$ cat config.mk
export PLATFORM = sky130hd
export DESIGN_NAME = poly_period_averager
export DESIGN_NICKNAME = d
export VERILOG_FILES = /design/src/rtl/poly_period_averager.sv
export SDC_FILE = /design/constraint.sdc
export NUM_CORES = 1
export LEC_CHECK = 0
export BUFFER_PORTS_ARGS = -buffer_cell sky130_fd_sc_hd__buf_2
export CAP_MARGIN = 20
export CORE_ASPECT_RATIO = 1.2
export CORE_UTILIZATION = 66
export DETAILED_ROUTE_END_ITERATION = 12
export GPL_TIMING_DRIVEN = 0
export HOLD_SLACK_MARGIN = 0.05
export PLACE_DENSITY_LB_ADDON = 0.15
export SYNTH_ARGS = -nofsm -noshare
export SYNTH_HDL_FRONTEND = slang
export SYNTH_SLANG_ARGS = --single-unit
export TNS_END_PERCENT = 100
$ cat constraint.sdc
create_clock -name clk -period 8.23 [get_ports clk]
set_input_delay 1.2345 -clock clk [delete_from_list [all_inputs] [get_ports clk]]
set_output_delay 1.2345 -clock clk [all_outputs]
set_load 0.01 [all_outputs]
$ cat src/rtl/poly_period_averager.sv
// Polyphonic half-period averager: scans the key vector one key per cycle, sums note
// half-periods, then divides by the pressed-key count. Define POLY_PERIOD_HOLD_EN to hold the last value on silence.
module poly_period_averager #(
   parameter int NUM_KEYS = 12,
   parameter int PERIOD_W = 10,
   localparam int SUM_W = PERIOD_W + $clog2(NUM_KEYS + 1)
) (
   input  logic                clk,
   input  logic                rst,
   input  logic [NUM_KEYS-1:0] keys,
   output logic [PERIOD_W-1:0] half_period_total,
   output logic                period_valid,
   output logic                busy
);

   localparam int CNT_W = $clog2(NUM_KEYS + 1);
   localparam int IDX_W = $clog2(NUM_KEYS + SUM_W + 1);

   localparam logic [1:0] IDLE   = 2'd0;
   localparam logic [1:0] ACCUM  = 2'd1;
   localparam logic [1:0] DIVIDE = 2'd2;
   localparam logic [1:0] DONE   = 2'd3;

   logic [1:0]          state_q, state_d;
   logic [NUM_KEYS-1:0] snap_q, snap_d;
   logic [SUM_W-1:0]    sum_q, sum_d;
   logic [CNT_W-1:0]    cnt_q, cnt_d;
   logic [CNT_W-1:0]    rem_q, rem_d;
   logic [IDX_W-1:0]    idx_q, idx_d;
   logic [PERIOD_W-1:0] out_q, out_d;
   logic                valid_q, valid_d;
   logic                snapBit;
   logic [CNT_W:0]      trial;

   // Base half-periods are one octave (C4..B4); higher octaves halve per step.
   function automatic logic [PERIOD_W-1:0] keyPeriod(input int idx);
      logic [7:0] base;
      case (idx % 12)
         0:       base = 8'd92;
         1:       base = 8'd87;
         2:       base = 8'd82;
         3:       base = 8'd77;
         4:       base = 8'd73;
         5:       base = 8'd69;
         6:       base = 8'd65;
         7:       base = 8'd61;
         8:       base = 8'd58;
         9:       base = 8'd55;
         10:      base = 8'd51;
         default: base = 8'd49;
      endcase
      return PERIOD_W'(base >> (idx / 12));
   endfunction

   // The sum register doubles as the divider's dividend/quotient shift register.
   always_comb begin
      state_d = state_q;
      snap_d  = snap_q;
      sum_d   = sum_q;
      cnt_d   = cnt_q;
      rem_d   = rem_q;
      idx_d   = idx_q;
      out_d   = out_q;
      valid_d = 1'b0;
      snapBit = |(snap_q & (NUM_KEYS'(1) << idx_q));
      trial   = {rem_q, sum_q[SUM_W-1]};
      case (state_q)
         IDLE: begin
            if (keys != snap_q) begin
               snap_d  = keys;
               sum_d   = '0;
               cnt_d   = '0;
               rem_d   = '0;
               idx_d   = '0;
               state_d = ACCUM;
            end
         end
         ACCUM: begin
            if (snapBit) begin
               sum_d = sum_q + SUM_W'(keyPeriod(int'(idx_q)));
               cnt_d = cnt_q + CNT_W'(1);
            end
            if (idx_q == IDX_W'(NUM_KEYS - 1)) begin
               idx_d   = '0;
               state_d = (cnt_d == '0) ? DONE : DIVIDE;
            end else begin
               idx_d = idx_q + IDX_W'(1);
            end
         end
         DIVIDE: begin
            if (trial >= {1'b0, cnt_q}) begin
               rem_d = CNT_W'(trial - {1'b0, cnt_q});
               sum_d = {sum_q[SUM_W-2:0], 1'b1};
            end else begin
               rem_d = CNT_W'(trial);
               sum_d = {sum_q[SUM_W-2:0], 1'b0};
            end
            if (idx_q == IDX_W'(SUM_W - 1)) begin
               idx_d   = '0;
               state_d = DONE;
            end else begin
               idx_d = idx_q + IDX_W'(1);
            end
         end
         default: begin
            valid_d = 1'b1;
`ifdef POLY_PERIOD_HOLD_EN
            if (cnt_q != '0) begin
               out_d = sum_q[PERIOD_W-1:0];
            end
`else
            out_d = sum_q[PERIOD_W-1:0];
`endif
            state_d = IDLE;
         end
      endcase
   end

   always_ff @(posedge clk or negedge rst) begin
      if (!rst) begin
         state_q <= IDLE;
         snap_q  <= '0;
         sum_q   <= '0;
         cnt_q   <= '0;
         rem_q   <= '0;
         idx_q   <= '0;
         out_q   <= '0;
         valid_q <= 1'b0;
      end else begin
         state_q <= state_d;
         snap_q  <= snap_d;
         sum_q   <= sum_d;
         cnt_q   <= cnt_d;
         rem_q   <= rem_d;
         idx_q   <= idx_d;
         out_q   <= out_d;
         valid_q <= valid_d;
      end
   end

   assign half_period_total = out_q;
   assign period_valid      = valid_q;
   assign busy              = (state_q == ACCUM) || (state_q == DIVIDE);

endmodule

==> results of run 1 <==
-- synthesized netlist by cell type (6+ instances only) --
master | count | area (um2)
sky130_fd_sc_hd__inv_1 | 25 | 93.8
sky130_fd_sc_hd__nor2_1 | 18 | 67.6
sky130_fd_sc_hd__dfrtp_1 | 52 | 1300
sky130_fd_sc_hd__ha_1 | 26 | 325
sky130_fd_sc_hd__nand3_1 | 15 | 75.1
sky130_fd_sc_hd__o21ai_0 | 25 | 125
sky130_fd_sc_hd__a21oi_1 | 16 | 80.1
sky130_fd_sc_hd__xnor2_1 | 16 | 140
sky130_fd_sc_hd__nand4_1 | 7 | 43.8
sky130_fd_sc_hd__o31ai_1 | 10 | 75.1
sky130_fd_sc_hd__a21o_1 | 6 | 45.0
sky130_fd_sc_hd__nor3_1 | 6 | 30.0
sky130_fd_sc_hd__a22o_1 | 6 | 52.6
sky130_fd_sc_hd__nand2_1 | 49 | 184
sky130_fd_sc_hd__mux2_2 | 24 | 270
sky130_fd_sc_hd__clkbuf_1 | 19 | 71.3
-- flip-flops by register name (all words and copies together), names as in the netlist --
register / count
idx_q: 5
cnt_q: 4
sum_q: 14
period_valid: 1
rem_q: 4
state_q: 2
snap_q: 12
half_period_total: 10
-- critical path, delay by kind of cell (launching register included) --
kind	cells	cell delay, ns
adders and majority gates	2	0.41
and+or+nand+nor	3	0.68
AOI/OAI and AO/OA	9	2.38
buffers and inverters	4	0.84
DFF	1	0.33
-- logic make-up (layout without fill, tap and decap cells) --
kind of cell | after synthesis | in the layout | synth area share, %
compound gates | 126 | 126 | 24.2
xor+xnor | 19 | 19 | 4.25
fa+ha+maj | 28 | 28 | 9.34
buf+inv | 52 | 86 | 5.34
flops | 52 | 52 | 33.3
mux | 28 | 28 | 7.93
simple gates | 126 | 126 | 15.7
-- metrics by stage --
stage / setup WS, ns / instance area [um2] / total power [W]
final: 3.47 / 4250 / 0.00142
after global routing: 3.16 / 4250 / 0.00152
after CTS: 3.54 / 4250 / 0.00141
after detailed placement: 3.59 / 4160 / 0.00125
after global placement: 3.65 / 4140 / 0.00122
after floorplan: 4.08 / 3910 / 0.00103
-- worst max path at each step --
| stage | from | end | slack, ns |
|---|---|---|---|
| floorplan | idx_q[3] | sum_q[6] | 4.08 |
| global route | idx_q[3] | sum_q[7] | 3.16 |
| finish | idx_q[3] | sum_q[7] | 3.47 |
| CTS | idx_q[3] | sum_q[6] | 3.54 |
| global placement | idx_q[3] | sum_q[6] | 3.65 |
| detailed placement | idx_q[3] | sum_q[6] | 3.59 |
-- metal layers --
metal | vias to the layer above | track usage, % | wire [um] | part of all wire (%)
met3 | 19 | 3.49 | 459 | 5.0
li1 | 1659 | - | - | -
met5 | - | 0 | 0 | 0
met1 | 1722 | 41.0 | 3990 | 43
met2 | 112 | 53.9 | 4650 | 50
met4 | 0 | 9.80 | 159 | 1.7
-- power by group through the flow --
stage | Combinational, W | Sequential [W] | Clock [W]
finish | 0.000851 | 0.000411 | 0.000157
global placement | 0.000810 | 0.000408 | 0
CTS | 0.000842 | 0.000409 | 0.000159
global route | 0.000933 | 0.000421 | 0.000167
detailed placement | 0.000836 | 0.000414 | 0
floorplan | 0.000630 | 0.000404 | 0
-- layout make-up --
class	count	area, um2
well taps	80	100
flip-flops and latches	52	1300
plain buffers	27	115
repair buffers	26	145
fillers	445	1420
clock inverters	3	26.3
inverters	25	93.8
multi-input cells	327	2400
clock buffers	5	68.8
==> impl_summary.md, run 1 <==
Status
The run finished with clean final reports.

CTS
The root buffer selected by CTS is sky130_fd_sc_hd__clkbuf_8. The total number of H-tree levels is 2. After clock tree synthesis, the clock-pin slew on the worst setup and hold paths is approximately 0.11 ns. The quantity of gates resized following cts is 0. The CTS tree is built. The number of clock buffers added by TritonCTS is 5. The quantity of hold-fixing buffers added after cts is 0. The maximum clock insertion buffer count is 2. After clock tree synthesis, the setup repair step added 0 buffers.

The number of clock sinks seen by CTS is 52. For the worst-skew pair, the clock arrives at the later sink with an insertion delay of 0.32 ns.

Die
The die outline height is 86.3 um. During I/O placement, the number of pins put on the boundary was 26. The starting density of the core is 69.0%. The die covers 6240 um2. The core region is 5670 um2. The number of core rows is 30. In this run the horizontal extent of the chip is 72.3 um.

Synthesis
The netlist uses between 60 and 70 different library cells. The mean area per synthesized cell is 9.07 um2. The number of cells produced by synthesis is 431. The share of async-settable or async-resettable flops after synthesis is 100%. The synthesized design contains 0 enable-type register cells. For this run, the register share of the synthesized area comes to 33.3%. The flip-flop cell with the highest count after synthesis is sky130_fd_sc_hd__dfrtp_1. Summing every instance area after synthesis gives between 3000 and 4000 um2. The number of warning messages in the yosys log is 0.

The synthesized netlist net count is 473. Synthesis inferred 52 register bits.

Setup path
The critical path in this run is classified as register to register. In this run the worst path has a maximum fanout of 10. STA classifies the critical path startpoint as a register. The required time of the critical path is ~8.4 ns. The critical path's slowest cell is sky130_fd_sc_hd__o41ai_2. The source of the worst register-to-register timing path is idx_q[3]. The terminus of the critical flop-to-flop path is sum_q[7]. The peak per-stage delay on the critical path is approximately 0.64 ns. At the worst endpoint, the arrival time is 4.97 ns. The length in cells of the worst reg-to-reg path is 18.

STA classifies the critical path endpoint as a register. The setup slack of the most critical reg-to-reg path is 3.47 ns. Walking the worst path, the cells encountered are buf_2 -> clkbuf_1 -> clkbuf_1 -> ha_1 -> buf_2 -> nand2b_1 -> o211a_1 -> or3_1 -> a32oi_1 -> o21ai_0 -> a211o_1 -> ha_1 -> a21o_1 -> o21a_1 -> o41ai_2 -> nor2_1 -> a41oi_1 -> o21ai_1.

STA
Between clock sinks in the finished design, the worst skew comes to 0.0121 ns. The final clock period utilization by the worst path is 57.8%. The count of endpoints failing hold in the final timing report is 0. The setup-violating endpoint count in the final report is 0. The final critical-path required period is 4.76 ns. The number of max-slew violations in the final report was 0. Setup repair after global routing left no endpoint under its margin.

Final hold analysis gives a worst-case slack of 0.507 ns. For the final routed database, the setup TNS stands at 0 ns. The transition at the pin with the smallest max-transition slack is roughly 0.67 ns. The achievable frequency is 210 MHz. The worst slew margin relative to its limit is 55.2%.

Global route
The leftover overflow at the end of global routing is 0. The first global-routing pass estimated approximately 15000 um of wire. Global routing used a little under a third of the available tracks. The initial antenna violation count came to 0. Entering global routing, the biggest net connects 30 pins. The number of global-route vias before repair was 3219.

Hold path
The start point of the worst hold path is half_period_total[4]. The worst hold path belongs to the class register to register. The worst hold endpoint is half_period_total[4].

The worst hold path cell count is 1.

Route
Dividing the detail-routed via count by the number of cells gives roughly 6.4. The first routing iteration left 277 violations. The first detailed-routing pass took 7 iterations. The routed via count is between 3000 and 4000. In the routed design, unresolved DRC markers number 0. For this block, the routed nets add up to ~9000 um of wire. After detailed routing, the average wire length per cell comes to around 17 um. The post-detailed-route count of antenna-violating nets is 0.

Power and ir drop
The worst-case IR drop observed on VDD is 191 uV. In this run, the clock network consumes between 10 and 15% of the power. In this run switching power makes up around 46% of total power. The internal power of the cells is 0.000761 W. Summed over all nets, the switching power comes to 0.000658 W. The fraction of power consumed by sequential logic is between 20% and 30%. The share of total power in combinational logic is 60.0%. In this run the power density over the cells is roughly 330 nW/um2. The total leakage power is 1.89 nW.

Placement
In this run, placement finished with an instance count of 537. Detailed placement ended at an HPWL of a little under 7000 um. In this run the tool buffered the top-level ports with 25 buffer cells. The weighted congestion reported at the end of routability-driven placement is around 1.0.

Cells and area
Of the cells placed in the final design, the portion with a size suffix greater than 1 is approximately 17%. In the layout the commonest cells are 52 x sky130_fd_sc_hd__dfrtp_1, 49 x sky130_fd_sc_hd__nand2_1, 30 x sky130_fd_sc_hd__buf_2, 26 x sky130_fd_sc_hd__ha_1. At the end of the flow, the number of nets in the layout was 506.

The number of antenna repair diodes is 0. The utilization of the core after routing is 75.0%. From synthesis to final layout, the design area changed by 8.70%.

The finished layout holds 545 standard cells, fillers aside. The commonest non-fill, non-tap cell in the layout is sky130_fd_sc_hd__dfrtp_1.

Job
Across the run, the number of max-cap violations was 0.
(Power assumes the default switching activity.)
==> inputs of run 2 (changes only) <==
CORE_UTILIZATION = 56   (was 66)
clock period = 4.3 ns   (was 8.23 ns; I/O delays follow)
==> run 2 against run 1 <==
- power is 92% higher
- clock-buffer cell count stayed put
- global-route usage is 3.6 points lower
- cell count is 1.5% higher
- first-iteration DRC count is 19% lower
- critical path depth stayed put
- clock power is 89% higher
- utilization is 11 points lower
- flip-flop and latch count stayed put
- register-to-register slack worse by 3.4 ns
- clock skew is 0.0036 ns lower
- setup slack worse by 3.4 ns
- largest cell class unchanged
==> impl_summary.md, run 2 (same netlist as run 1, synthesis figures left out) <==
Status
The run finished with clean final reports.

Power and ir drop
The largest vdd supply drop is 364 uV. Registers are responsible for 28.7% of the overall power. The total leakage power is 1.91 nW. The power per standard cell area is between 600 and 700 nW/um2. Internal power comes to roughly 0.0015 W. Of the total power, combinational logic draws approximately three fifths. The switching power as a share of total power is 46.1%. The part of the total power dissipated in the clock network is 10.9%. The analysis attributes to net switching a power of between 0.001 and 0.0015 W.

Global route
Entering global routing, the biggest net connects 32 pins. The leftover overflow at the end of global routing is 0. The met1 usage is a little over a third.

The global-route wire length before repair is 15900 um. Global routing used 46.6% of the available met2 tracks. The total global routing track utilization is 27.7%.

The global-route track usage on met3 is 3.71%. The initial antenna violation count was 0. The number of global-route vias before repair came to 3345. The most heavily used metal layer in global routing is met2.

Die
After floorplanning, the core was divided into 33 placement rows. The number of top-level pins is 26. In this run the standard cell core region covers 6810 um2. The x dimension of the die is 78.3 um. The floorplan step set the die height to 93.6 um. For this configuration, the core starts out at a cell density of 57.4%.

The die covers 7320 um2.

Route
The number of DRC violations after detailed routing is 0. The routed via count is 3449. The first detailed-routing pass ran for 5 iterations.

The routed wire length is 9180 um. After detailed routing, the number of vias per cell comes to 6.24. The detailed router's first-iteration violation count is 225.

The routed wire length per instance is 16.6 um. The detail route stage leaves a number of antenna-violating nets equal to 0.

Cells and area
The share of post-route cells with drive strength above 1 is 19.1%. The net count of the finished layout is 507. The number of antenna diodes in the final layout is 0. The area growth from synthesis to layout is 11.4%. The finished layout holds 553 standard cells, fillers aside. The largest register by flop count is sum_q. The library cell used most frequently in the layout, excluding fill and tap cells, is sky130_fd_sc_hd__dfrtp_1. The register with the most flip-flops in the layout has 14 of them. The utilization of the core after routing is 63.9%. The filler cell count is 596. In the layout the commonest cells are 51 x sky130_fd_sc_hd__dfrtp_1, 49 x sky130_fd_sc_hd__nand2_1, 28 x sky130_fd_sc_hd__buf_2, 25 x sky130_fd_sc_hd__inv_1, 25 x sky130_fd_sc_hd__ha_1.

CTS
The number of buffers created by CTS is 5. The tree is rooted in a sky130_fd_sc_hd__clkbuf_8. TritonCTS built the clock tree. The later pin in the worst-skew pair is clocked with a latency of 0.31 ns. Clock-pin slew was measured on the worst setup and hold paths at between 0.1 and 0.15 ns.

The total number of H-tree levels is 2. The maximum clock insertion buffer count is 2. Counting every sink on the clock net gives 52.

Setup path
STA classifies the critical path endpoint as a register. The type of the worst setup path is register to register. In this run the worst path has a maximum fanout of 10.

The worst setup path is launched from a register. Data on the critical path is required at its endpoint by 4.50 ns. The arrival time of the worst setup path is 4.39 ns.

STA
The setup-violating endpoint count in the final report is 0. The worst slew margin relative to its limit is 51.2%. The count of endpoints failing hold in the final timing report is 0. After layout, the minimum clock period comes to roughly 4.2 ns. For the final database, setup skew stands at 0.00848 ns. Setup repair after global routing could not meet its margin everywhere. Timing would allow up to 239 MHz.

The number of max-slew violations in the final report is 0. The final clock period utilization by the worst path is between 90 and 100%. The transition at the pin with the smallest max-transition slack is 0.732 ns.

Placement
Routability-driven placement finished with a final weighted congestion of ~0.95. The post-DP HPWL is 6810 um. The number of placed instances with taps included is 544. The count of buffers added on input and output ports is 25.

Hold path
The min-delay analysis places its worst path in the category input pin to async pin.

Job
The number of max-cap violations is 0.
[run 2: cell count changes in the layout (fill, tap and decap cells not counted), moves of 2 or more]
cell,change
sky130_fd_sc_hd__buf_4,+3
sky130_fd_sc_hd__a32oi_2,+2
sky130_fd_sc_hd__buf_2,-2
sky130_fd_sc_hd__a32oi_1,-2
sky130_fd_sc_hd__o21ai_0,-2
sky130_fd_sc_hd__o21ai_1,+2
[run 2: worst paths after layout]
| path | start | end | cells after the start | slack (ns) |
|---|---|---|---|---|
| worst max-delay path | idx_q[3] | sum_q[6] | 18 | 0.11 |
| worst min-delay path | rst | snap_q[5] | 1 | 0.28 |
| worst max register to register | idx_q[3] | sum_q[6] | 18 | 0.11 |
| worst min register to register | rem_q[3] | rem_q[3] | 2 | 0.50 |
| max in group asynchronous | rst | idx_q[3] | 2 | 3.47 |
| min in group clk | rem_q[3] | rem_q[3] | 2 | 0.50 |
[run 2: layout make-up]
class / count / area, um2 / share of cell area (%)
tap: 87 / 109 / 2.50
timing repair buffer: 29 / 168 / 3.85
buffer: 25 / 115 / 2.64
sequential: 52 / 1300 / 29.9
inverter: 25 / 93.8 / 2.15
clock buffer: 5 / 68.8 / 1.58
multi-input combinational: 327 / 2470 / 56.7
clock inverter: 3 / 27.5 / 0.632
[run 2: repair_timing]
| item | CTS | global route |
|---|---|---|
| pin swaps | 2 | 3 |
| setup buffers | 2 | 1 |
| gates resized for setup | 11 | 7 |
| endpoints found under the hold margin | 0 | 0 |
| cloned | 0 | 0 |
| endpoints found under the setup margin | 9 | 8 |
| hold buffers | 0 | 0 |
[run 2: worst max-delay path: stages (launching register included)]
cell	delay, ns
sky130_fd_sc_hd__dfrtp_2	0.44
sky130_fd_sc_hd__clkbuf_8	0.17
sky130_fd_sc_hd__clkbuf_1	0.12
sky130_fd_sc_hd__ha_4	0.25
sky130_fd_sc_hd__nand2b_4	0.16
sky130_fd_sc_hd__o211a_1	0.25
sky130_fd_sc_hd__or3_4	0.34
sky130_fd_sc_hd__a32oi_2	0.23
sky130_fd_sc_hd__o21ai_1	0.09
sky130_fd_sc_hd__a211o_1	0.31
sky130_fd_sc_hd__ha_1	0.21
sky130_fd_sc_hd__inv_1	0.07
sky130_fd_sc_hd__fa_2	0.20
sky130_fd_sc_hd__nor2b_1	0.06
sky130_fd_sc_hd__o31a_1	0.29
sky130_fd_sc_hd__o21ai_1	0.13
sky130_fd_sc_hd__or3b_2	0.47
sky130_fd_sc_hd__a32oi_2	0.22
sky130_fd_sc_hd__o31ai_1	0.08
[run 2: metrics by stage]
step | hold WS (ns) | power [W] | TNS (ns) | setup WS, ns | area (um2)
2_1_floorplan | 0.349 | 0.00198 | 0 | 0.151 | 3910
3_3_place_gp | 0.472 | 0.00235 | -2.09 | -0.326 | 4150
3_5_place_dp | 0.487 | 0.00240 | -2.55 | -0.379 | 4170
4_1_cts | 0.293 | 0.00272 | 0 | 0.0411 | 4310
5_1_grt | 0.319 | 0.00297 | -0.0941 | -0.0745 | 4360
6_report | 0.283 | 0.00273 | 0 | 0.111 | 4360
[run 2: power by group through the flow]
stage | combinational (W) | sequential [W] | clock, W
2_1_floorplan | 0.00121 | 0.000773 | 0
3_3_place_gp | 0.00157 | 0.000784 | 0
3_5_place_dp | 0.00160 | 0.000792 | 0
4_1_cts | 0.00163 | 0.000782 | 0.000308
5_1_grt | 0.00183 | 0.000807 | 0.000329
6_report | 0.00165 | 0.000783 | 0.000297
[run 2: per-layer routing]
layer | up-vias | wire length (um)
met2 | 113 | 4410
met5 | - | 0
met4 | 0 | 215
met1 | 1654 | 4140
met3 | 22 | 418
li1 | 1660 | -
